===== src/rtl/muldiv_pkg.sv =====
// rtl/muldiv_pkg.sv - shared op encodings, FSM states and step modes for the mult/div sequencer
package muldiv_pkg;

    localparam int DEF_WIDTH = 32;

    localparam logic [1:0] OP_MULT  = 2'b00;
    localparam logic [1:0] OP_MULTU = 2'b01;
    localparam logic [1:0] OP_DIV   = 2'b10;
    localparam logic [1:0] OP_DIVU  = 2'b11;

    typedef enum logic [1:0] {
        IDLE  = 2'd0,
        CALC  = 2'd1,
        FIXUP = 2'd2,
        DONE  = 2'd3
    } state_t;

    typedef enum logic {
        STEP_MUL = 1'b0,
        STEP_DIV = 1'b1
    } step_mode_t;

    function automatic logic is_div(input logic [1:0] op);
        return (op == OP_DIV) || (op == OP_DIVU);
    endfunction

    function automatic logic is_signed_op(input logic [1:0] op);
        return (op == OP_MULT) || (op == OP_DIV);
    endfunction

endpackage


===== src/rtl/muldiv_if.sv =====
// rtl/muldiv_if.sv - issue/result bundle between the pipeline (master) and the mult/div sequencer (slave)
interface muldiv_if
    import muldiv_pkg::*;
#(
    parameter int WIDTH = DEF_WIDTH
);
    logic             start;
    logic [1:0]       op;
    logic             abort;
    logic [WIDTH-1:0] a;
    logic [WIDTH-1:0] b;
    logic             busy;
    logic             done;
    logic             hilo_we;
    logic [WIDTH-1:0] hi;
    logic [WIDTH-1:0] lo;
    logic             dz;

    modport master (
        output start, op, abort, a, b,
        input  busy, done, hilo_we, hi, lo, dz
    );

    modport slave (
        input  start, op, abort, a, b,
        output busy, done, hilo_we, hi, lo, dz
    );
endinterface


===== src/rtl/muldiv_step.sv =====
// rtl/muldiv_step.sv - one radix-2 iteration: shift-add multiply or restoring divide
module muldiv_step
    import muldiv_pkg::*;
#(
    parameter int WIDTH = DEF_WIDTH
) (
    input  step_mode_t         mode,
    input  logic [2*WIDTH-1:0] acc,
    input  logic [WIDTH-1:0]   opnd,
    output logic [2*WIDTH-1:0] acc_next,
    output logic               q_bit
);
    logic [WIDTH:0] sum;
    logic [WIDTH:0] shifted;
    logic [WIDTH:0] trial;

    always_comb begin
        sum      = {1'b0, acc[2*WIDTH-1:WIDTH]} + (acc[0] ? {1'b0, opnd} : {(WIDTH+1){1'b0}});
        shifted  = {acc[2*WIDTH-1:WIDTH], acc[WIDTH-1]};
        trial    = shifted - {1'b0, opnd};
        q_bit    = 1'b0;
        acc_next = {sum, acc[WIDTH-1:1]};
        if (mode == STEP_DIV) begin
            // No borrow out of the trial subtract means the divisor fits.
            q_bit    = ~trial[WIDTH];
            acc_next = {(q_bit ? trial[WIDTH-1:0] : shifted[WIDTH-1:0]), acc[WIDTH-2:0], 1'b0};
        end
    end
endmodule


===== src/rtl/muldiv_seq.sv =====
// rtl/muldiv_seq.sv - multi-cycle MIPS mult/multu/div/divu sequencer driving HI/LO and a PC stall
module muldiv_seq
    import muldiv_pkg::*;
#(
    parameter int WIDTH = DEF_WIDTH,
    parameter int CNT_W = 6
) (
    input  logic      clk,
    input  logic      rst,
    muldiv_if.slave   bus
);
    state_t             state_q, state_d;
    logic [1:0]         op_q, op_d;
    logic [2*WIDTH-1:0] acc_q, acc_d;
    logic [WIDTH-1:0]   opnd_q, opnd_d;
    logic               neg_q, neg_d;
    logic               a_neg_q, a_neg_d;
    logic [CNT_W-1:0]   cnt_q, cnt_d;
    logic [WIDTH-1:0]   hi_q, hi_d;
    logic [WIDTH-1:0]   lo_q, lo_d;
    logic               dz_q, dz_d;
    logic               done_q, done_d;

    logic               a_neg_in, b_neg_in;
    logic [WIDTH-1:0]   a_abs, b_abs;
    logic [2*WIDTH-1:0] step_acc;
    logic               step_q_bit;
    logic [2*WIDTH-1:0] prod;
    logic [WIDTH-1:0]   quot, rem;
    step_mode_t         step_mode;

    assign step_mode = is_div(op_q) ? STEP_DIV : STEP_MUL;

    muldiv_step #(.WIDTH(WIDTH)) u_step (
        .mode     (step_mode),
        .acc      (acc_q),
        .opnd     (opnd_q),
        .acc_next (step_acc),
        .q_bit    (step_q_bit)
    );

    always_comb begin
        a_neg_in = is_signed_op(bus.op) & bus.a[WIDTH-1];
        b_neg_in = is_signed_op(bus.op) & bus.b[WIDTH-1];
        // 0x80000000 negates to itself, which read unsigned is exactly 2^31.
        a_abs    = a_neg_in ? (~bus.a + 1'b1) : bus.a;
        b_abs    = b_neg_in ? (~bus.b + 1'b1) : bus.b;
        prod     = neg_q ? (~acc_q + 1'b1) : acc_q;
        quot     = neg_q ? (~acc_q[WIDTH-1:0] + 1'b1) : acc_q[WIDTH-1:0];
        rem      = a_neg_q ? (~acc_q[2*WIDTH-1:WIDTH] + 1'b1) : acc_q[2*WIDTH-1:WIDTH];

        state_d = state_q;
        op_d    = op_q;
        acc_d   = acc_q;
        opnd_d  = opnd_q;
        neg_d   = neg_q;
        a_neg_d = a_neg_q;
        cnt_d   = cnt_q;
        hi_d    = hi_q;
        lo_d    = lo_q;
        dz_d    = dz_q;
        done_d  = 1'b0;

        if (bus.abort) begin
            state_d = IDLE;
        end else begin
            case (state_q)
                IDLE: begin
                    if (bus.start) begin
                        op_d    = bus.op;
                        neg_d   = a_neg_in ^ b_neg_in;
                        a_neg_d = a_neg_in;
                        cnt_d   = CNT_W'(WIDTH - 1);
                        if (is_div(bus.op) && (bus.b == '0)) begin
                            hi_d    = bus.a;
                            lo_d    = '1;
                            dz_d    = 1'b1;
                            done_d  = 1'b1;
                            state_d = DONE;
                        end else begin
                            opnd_d  = is_div(bus.op) ? b_abs : a_abs;
                            acc_d   = {{WIDTH{1'b0}}, (is_div(bus.op) ? a_abs : b_abs)};
                            state_d = CALC;
                        end
                    end
                end
                CALC: begin
                    acc_d = {step_acc[2*WIDTH-1:1], step_acc[0] | step_q_bit};
                    if (cnt_q == '0) begin
                        state_d = FIXUP;
                    end else begin
                        cnt_d = cnt_q - 1'b1;
                    end
                end
                FIXUP: begin
                    if (is_div(op_q)) begin
                        hi_d = rem;
                        lo_d = quot;
                    end else begin
                        hi_d = prod[2*WIDTH-1:WIDTH];
                        lo_d = prod[WIDTH-1:0];
                    end
                    dz_d    = 1'b0;
                    done_d  = 1'b1;
                    state_d = DONE;
                end
                DONE: begin
                    state_d = IDLE;
                end
                default: begin
                    state_d = IDLE;
                end
            endcase
        end
    end

    always_ff @(posedge clk or negedge rst) begin
        if (!rst) begin
            state_q <= IDLE;
            op_q    <= '0;
            acc_q   <= '0;
            opnd_q  <= '0;
            neg_q   <= 1'b0;
            a_neg_q <= 1'b0;
            cnt_q   <= '0;
            hi_q    <= '0;
            lo_q    <= '0;
            dz_q    <= 1'b0;
            done_q  <= 1'b0;
        end else begin
            state_q <= state_d;
            op_q    <= op_d;
            acc_q   <= acc_d;
            opnd_q  <= opnd_d;
            neg_q   <= neg_d;
            a_neg_q <= a_neg_d;
            cnt_q   <= cnt_d;
            hi_q    <= hi_d;
            lo_q    <= lo_d;
            dz_q    <= dz_d;
            done_q  <= done_d;
        end
    end

    // The issue-cycle term stalls the PC before the FSM has left IDLE.
    assign bus.busy    = ((state_q == IDLE) & bus.start & ~bus.abort)
                       | (state_q == CALC) | (state_q == FIXUP);
    assign bus.done    = done_q;
    assign bus.hilo_we = done_q;
    assign bus.hi      = hi_q;
    assign bus.lo      = lo_q;
    assign bus.dz      = dz_q;
endmodule

===== src/flat_wrapper.sv =====
// flat-port wrapper written by rule: the top's interface ports become plain ports
module muldiv_seq_flat import muldiv_pkg::*;
#(
    parameter int WIDTH = DEF_WIDTH,
    parameter int CNT_W = 6
)
  (clk, rst, bus_start, bus_op, bus_abort, bus_a, bus_b, bus_busy, bus_done, bus_hilo_we, bus_hi, bus_lo, bus_dz);
  muldiv_if #(.WIDTH(WIDTH)) bus_i ();
  input  logic clk;
  input  logic rst;
  input wire logic [$bits(bus_i.start)-1:0] bus_start;
  input wire logic [$bits(bus_i.op)-1:0] bus_op;
  input wire logic [$bits(bus_i.abort)-1:0] bus_abort;
  input wire logic [$bits(bus_i.a)-1:0] bus_a;
  input wire logic [$bits(bus_i.b)-1:0] bus_b;
  output wire logic [$bits(bus_i.busy)-1:0] bus_busy;
  output wire logic [$bits(bus_i.done)-1:0] bus_done;
  output wire logic [$bits(bus_i.hilo_we)-1:0] bus_hilo_we;
  output wire logic [$bits(bus_i.hi)-1:0] bus_hi;
  output wire logic [$bits(bus_i.lo)-1:0] bus_lo;
  output wire logic [$bits(bus_i.dz)-1:0] bus_dz;
  assign bus_i.start = bus_start;
  assign bus_i.op = bus_op;
  assign bus_i.abort = bus_abort;
  assign bus_i.a = bus_a;
  assign bus_i.b = bus_b;
  assign bus_busy = bus_i.busy;
  assign bus_done = bus_i.done;
  assign bus_hilo_we = bus_i.hilo_we;
  assign bus_hi = bus_i.hi;
  assign bus_lo = bus_i.lo;
  assign bus_dz = bus_i.dz;
  muldiv_seq #(.WIDTH(WIDTH), .CNT_W(CNT_W)) u_core (.clk(clk), .rst(rst), .bus(bus_i));
endmodule

===== config.mk =====
export PLATFORM = sky130hd
export DESIGN_NAME = muldiv_seq_flat
export DESIGN_NICKNAME = d
export VERILOG_FILES = /design/src/rtl/muldiv_pkg.sv /design/src/rtl/muldiv_if.sv /design/src/rtl/muldiv_step.sv /design/src/rtl/muldiv_seq.sv /design/src/flat_wrapper.sv
export SDC_FILE = /design/constraint.sdc
export NUM_CORES = 1
export LEC_CHECK = 0
export BUFFER_PORTS_ARGS = -buffer_cell sky130_fd_sc_hd__clkbuf_2
export CORE_ASPECT_RATIO = 1.25
export CORE_MARGIN = 4
export CORE_UTILIZATION = 45
export DETAILED_ROUTE_END_ITERATION = 10
export GPL_TIMING_DRIVEN = 0
export HOLD_SLACK_MARGIN = 0.1
export PLACE_DENSITY = 0.6
export SKIP_LAST_GASP = 1
export SYNTH_ARGS = -nofsm -noshare
export SYNTH_HDL_FRONTEND = slang
export SYNTH_SLANG_ARGS = --single-unit

===== constraint.sdc =====
create_clock -name clk -period 3.95 [get_ports clk]
set_input_delay 0.1975 -clock clk [delete_from_list [all_inputs] [get_ports clk]]
set_output_delay 0.1975 -clock clk [all_outputs]
set_load 0.01 [all_outputs]

# Word level (Yosys, flattened, before mapping)
# Cells that the tools add are included.
# Widths: inputs -> output; s select.
dict set report classes {
  n_reduce_logical 16
  add_sub_neg 8
  multipliers 0
  mux 38
  n_eq_ne 13
  div_mod_pow 0
  order_cmp 0
  n_shift 0
  bitwise_logic 16
}
# operator n
set op_table {}
lappend op_table {{$mux 32} 14}
lappend op_table {{$mux 64} 4}
lappend op_table {{$add 32x1->32 const B} 4}
lappend op_table {{$not 32->32} 4}
lappend op_table {{$pmux 32 s2} 2}
lappend op_table {{$pmux 64 s2} 1}
lappend op_table {{$add 64x1->64 const B} 1}
lappend op_table {{$not 64->64} 1}
lappend op_table {{$add 32x33->33} 1}
lappend op_table {{$sub 33x32->33} 1}
lappend op_table {{$logic_not 32->1} 1}
lappend op_table {{$reduce_and 4->1} 4}
lappend op_table {{$eq 2x2->1 const B} 6}
lappend op_table {{$mux 6} 2}
lappend op_table {{$pmux 6 s2} 1}
lappend op_table {{$mux 2} 4}
lappend op_table {{$pmux 2 s4} 1}
lappend op_table {{$mux 1} 7}
lappend op_table {{$logic_not 6->1} 1}
lappend op_table {{$ne 2x2->1 const B} 3}
lappend op_table {{$sub 6x1->6 const B} 1}
lappend op_table {{$and 1x1->1} 4}
lappend op_table {{$logic_not 2->1} 2}
lappend op_table {{$pmux 1 s2} 2}
lappend op_table {{12 further kinds} 19}
dict set report word_totals {
  register_bits 174
  output_inout_bits 68
  mem_count 0
  romBits 0
  ramBits 0
  latch_bits 0
}

# Depth between registers and ports, before layout
dict set report depth {
  word_depth 8
  depth_mapped 14
}

# Hierarchy
# Synthesis repeated with hierarchy kept, for this count alone.
dict set report hier_totals {
  hier_cells 2034
  hier_area_um2 15812.7
}
# mod cells_each seq_area_each_um2 area_per_inst_um2 n_inst
set by_module_without_submodules {}
lappend by_module_without_submodules {muldiv_seq 1349 4329.2 11131.9 1}
lappend by_module_without_submodules {muldiv_step 685 0.0 4680.7 1}

# Worst setup path after synthesis
# Ideal clock, no wire load.
dict set report synth_timing {
  path_kind {flip-flop to flip-flop}
  startpoint {register u_core.acc_q[32]}
  endpoint {register u_core.acc_q[36]}
  stages_incl_launch_ff 14
  setup_slack_ns 0.668
  setup_ns 0.122
  required_time_ns 3.828
  t_arrival_ns 3.160
  synth_period_minus_slack_ns 3.282
  path_buffers 2
  cell_sequence {dfrtp_1 -> clkbuf_1 -> inv_1 -> fa_1 -> nand2b_1 -> a21oi_1 -> o21ai_1 -> a211oi_1 -> nor2_1 -> o41ai_2 -> xor2_2 -> buf_2 -> nand3_1 -> a32o_1}
}
dict set report synth_via {
  elab_chain_len 4
  word_cells_on_any_way 5
  classes_between {add/sub (2); mux (3)}
}
# item line
set synth_rtl {}
lappend synth_rtl {{start: declaration} muldiv_seq.sv:14} ;# logic [2*WIDTH-1:0] acc_q, acc_d;
lappend synth_rtl {{start signal: assignment} muldiv_seq.sv:121} ;# acc_q <= '0;
lappend synth_rtl {{start signal: assignment} muldiv_seq.sv:133} ;# acc_q <= acc_d;
lappend synth_rtl {{$sub 33x32->33} muldiv_step.sv:20} ;# trial = shifted - {1'b0, opnd};
lappend synth_rtl {{$mux 32} muldiv_step.sv:26} ;# acc_next = {(q_bit ? trial[WIDTH-1:0] : shifted[WIDTH-1:0]), acc[WIDTH-2:0], 1'b0};
lappend synth_rtl {{$mux 64 (*)} muldiv_step.sv:23} ;# if (mode == STEP_DIV) begin
lappend synth_rtl {{$pmux 64 s2 (*)} muldiv_seq.sv:67} ;# case (state_q)
# Every way passes the cells marked *; elsewhere a longest branch is shown, timed or not.
# A chain may end at the register's enable or synchronous reset.

# Worst setup path in the final report
dict set report layout_timing {
  startpoint {register u_core.acc_q[12]}
  endpoint {register u_core.hi_q[16] (netlist: u_core.bus.hi[16])}
}
dict set report layout_via {
  elab_chain_len 5
}
# item line
set layout_rtl {}
lappend layout_rtl {{$not 64->64} muldiv_seq.sv:48} ;# prod = neg_q ? (~acc_q + 1'b1) : acc_q;
lappend layout_rtl {{$add 64x1->64} muldiv_seq.sv:48}
lappend layout_rtl {{$mux 64} muldiv_seq.sv:48}
lappend layout_rtl {{$mux 32} muldiv_seq.sv:96} ;# if (is_div(op_q)) begin
lappend layout_rtl {{$pmux 32 s2} muldiv_seq.sv:67}
lappend layout_rtl {{end signal: assignment} muldiv_seq.sv:138} ;# hi_q <= hi_d;
lappend layout_rtl {{end: declaration} muldiv_seq.sv:19} ;# logic [WIDTH-1:0] hi_q, hi_d;
# Every way passes these cells.

==> results.sh <==
export IMPL_num_rows=74
export IMPL_hold_viol_final=0
export IMPL_synth_top_area_frac=0.2861
export IMPL_wl_per_cell_um=24.78
export IMPL_synth_compound_area_frac=0.2606
export IMPL_clk_path_buf_depth=2
export IMPL_syn_area_per_cell_um2=7.771
export IMPL_worstPathArrival_ns=4.20
export IMPL_drv_cap=0
export IMPL_io_buffers=135
export IMPL_diodes=0
export IMPL_die_y_um=213.0
export IMPL_place_ws_ns=-1.010
export IMPL_synth_area_mm2=0.01513
export IMPL_antenna_found_initial=1
export IMPL_async_flop_share=1.000
export IMPL_grt_max_degree=99
export IMPL_dieArea_mm2=0.03664
export IMPL_fin_crit_ns=3.806
export IMPL_synthMuxAreaShare=0.04788
export IMPL_clockRootBuffer="clkbuf_16"
export IMPL_grt_first_pass_wirelength_mm=93.25
export IMPL_synth_top_flop_cell="dfrtp_1"
export IMPL_power_density_mw_per_mm2=883.5
export IMPL_vdd_drop_max_uv=576.8
export IMPL_synthSimpleGateAreaFrac=0.1910
export IMPL_drive_gt1_frac=0.1259
export IMPL_clock_latency_ns=0.47
export IMPL_final_nets=2268
export IMPL_grt_pass1_vias=15380
export IMPL_yosysWarnings=0
export IMPL_synthesis_nets=2092
export IMPL_ant_nets=0
export IMPL_p_total_mw=15.23
export IMPL_synthTopCellsByArea="dfrtp_1 (29%), a21oi_1 (6.5%), ha_1 (6.0%), o21ai_0 (5.7%), xor2_1 (5.5%)"
export IMPL_layout_worst_path_cycle_share=0.9635
export IMPL_ys_seq_area_frac=0.2861
export IMPL_yosys_top_cells_count="nand2_1 (204), a21oi_1 (198), nor2_1 (196)"
export IMPL_hold_path_class="input pin to flip-flop"
export IMPL_cts_clk_slew_worst_paths_ns=0.08
export IMPL_synth_top_family_by_area="compound AO/OA/AOI/OAI gates"
export IMPL_required_ns=4.35
export IMPL_cts_made_buffers=17
export IMPL_dp_hpwl_mm=51.17
export IMPL_cp_start_kind="flip-flop"
export IMPL_synthCells=1947
export IMPL_die_w_um=172
export IMPL_viasPerCell=6.150
export IMPL_place_gp_congestion=1.029
export IMPL_grt_ovfl_total=0
export IMPL_fin_skew_ns=0.01774
export IMPL_synthXorXnorAreaFrac=0.1001
export IMPL_drt_wl_total_mm=63.28
export IMPL_outcome="complete, no violations"
export IMPL_grt_usage=0.3394
export IMPL_slew_headroom=0.1802
export IMPL_max_freq_mhz=262.7
export IMPL_routed_via_count=15710
export IMPL_finalWorstSetupSlack_ns=0.1440
export IMPL_critPathMaxFanout=10
export IMPL_ios=138
export IMPL_core_area_mm2=0.03296
export IMPL_path_class="flip-flop to flip-flop"
export IMPL_htreeDepth=4
export IMPL_yosysTopAreaCell="dfrtp_1"
export IMPL_ys_ff_latch=173
export IMPL_leakagePower_nw=7.472
export IMPL_slew_viol_final=0
export IMPL_yosysMostFrequentCell="nand2_1"
export IMPL_initial_core_util=0.4590
export IMPL_rsz0062_at_grt="true"
export IMPL_drt_pass1_iterations=7
export IMPL_drt_iter0_markers=1222
export IMPL_setup_violations_final=0
export IMPL_worstSetupEndpointType="flip-flop"
export IMPL_drc=0
export IMPL_synth_cell_types=78
export IMPL_area_growth_pct=13.94
export IMPL_max_slew_worst_pin_slew_ns=1.219
export IMPL_synthAdderAreaFrac=0.06302
export IMPL_cts_tree="yes"
export IMPL_cts_sinks=173
export IMPL_synth_edff_count=0
[power by group]
group | switching [mW] | total, mW | leakage (nW) | internal, mW
clock network | 0.875 | 1.71 | 0.284 | 0.840
registers | 0.994 | 3.53 | 2.10 | 2.53
logic | 6.25 | 9.99 | 5.09 | 3.74
[cell type report]
| cell class | count | area [um^2] |
|---|---|---|
| fillers | 3274 | 15720 |
| multi-input cells | 1587 | 10110 |
| clock buffers | 17 | 425.4 |
| plain buffers | 116 | 514.2 |
| repair buffers | 158 | 924.6 |
| clock inverters | 15 | 145.1 |
| inverters | 70 | 266.5 |
| flip-flops and latches | 173 | 4332 |
| well taps | 418 | 523.0 |
[timing repair]
item / 4_1_cts / 5_1_grt
hold endpoints to repair: 105 / 0
hold buffers: 9 / 0
pin swaps: 2 / 2
setup buffers: 8 / 4
endpoints found under the setup margin: 44 / 36
resized for setup: 13 / 10
[worst max-delay path, cell delays in order (launching register included)]
cell and delay (ns):
dfrtp_1 0.36, clkbuf_1 0.23, or4_1 0.60, nor4_2 0.55, nand4_1 0.19, buf_4 0.21, o21ai_1 0.32, clkbuf_1 0.42
o21ai_0 0.19, xor2_1 0.41, nand2_1 0.10, a21oi_1 0.14
[sequential cells by signal, summed over array words and instances (netlist names)]
name	cells
u_core.cnt_q	6
u_core.bus.hi	32
u_core.state_q	2
u_core.bus.lo	32
u_core.a_neg_q	1
u_core.op_q	1
u_core.bus.done	1
u_core.acc_q	64
u_core.neg_q	1
u_core.opnd_q	32
u_core.bus.dz	1
[placed cells by master, fill, tap and decap left out, drive strengths merged, types with 5 or more instances in the layout]
master / instances
mux2: 27
xnor2: 76
mux2i: 42
nor2: 196
o41ai: 17
a211o: 5
o221ai: 11
ha: 73
nor3: 30
nor2b: 11
inv: 77
or3: 25
a21o: 27
o21a: 13
o211ai: 14
buf: 44
a31oi: 43
and2: 9
clkinv: 7
or2: 10
xor2: 96
nand2: 205
o21ai: 199
o31ai: 27
a21oi: 199
and3: 21
dlygate4sd3: 9
nand3: 28
o21bai: 6
nand2b: 18
dfrtp: 173
nor4: 22
nand3b: 6
a22oi: 20
a211oi: 28
clkbuf: 238
or4: 17
nand4: 11
nor3b: 5
[final timing paths]
| path | from | cells past startpoint | to | slack [ns] |
|---|---|---|---|---|
| max in group asynchronous | rst | 3 | u_core.acc_q[0] | 2.68 |
| max reg2reg | u_core.acc_q[12] | 11 | u_core.bus.hi[16] | 0.14 |
| min | bus_a[7] | 3 | u_core.bus.hi[7] | 0.12 |
| min reg2reg | u_core.bus.hi[25] | 1 | u_core.bus.hi[25] | 0.48 |
| max | u_core.acc_q[12] | 11 | u_core.bus.hi[16] | 0.14 |
| min in group asynchronous | rst | 2 | u_core.cnt_q[2] | 0.33 |
[per-stage QoR]
stage	instance area [um^2]	hold slack (ns)	utilization	cells	TNS, ns
after global placement	16330	0.4644	0.4954	2500	-160.48
after detailed placement	16380	0.3463	0.4969	2502	-31.04
final	17240	0.1233	0.5230	2554	0
after CTS	17180	0.1037	0.5211	2550	0
after global routing	17240	0.1262	0.5230	2554	-0.02672
after floorplan	15130	-0.09809	-	1947	0
[logic make-up after synthesis]
family / count (synthesis)
buffers and inverters: 187
XOR/XNOR: 172
adder cells (fa/ha/maj): 75
multiplexers: 69
AND/OR/NAND/NOR: 621
AO/OA/AOI/OAI: 650
flip-flops: 173
[routing by layer]
layer  routed length (um)  GRT usage
met1                24140     0.3862
met2                30950     0.5866
met3                 3096    0.04037
met4                 5103     0.2389
met5                    0          0
No activity file was read; power rests on OpenSTA's default activity.
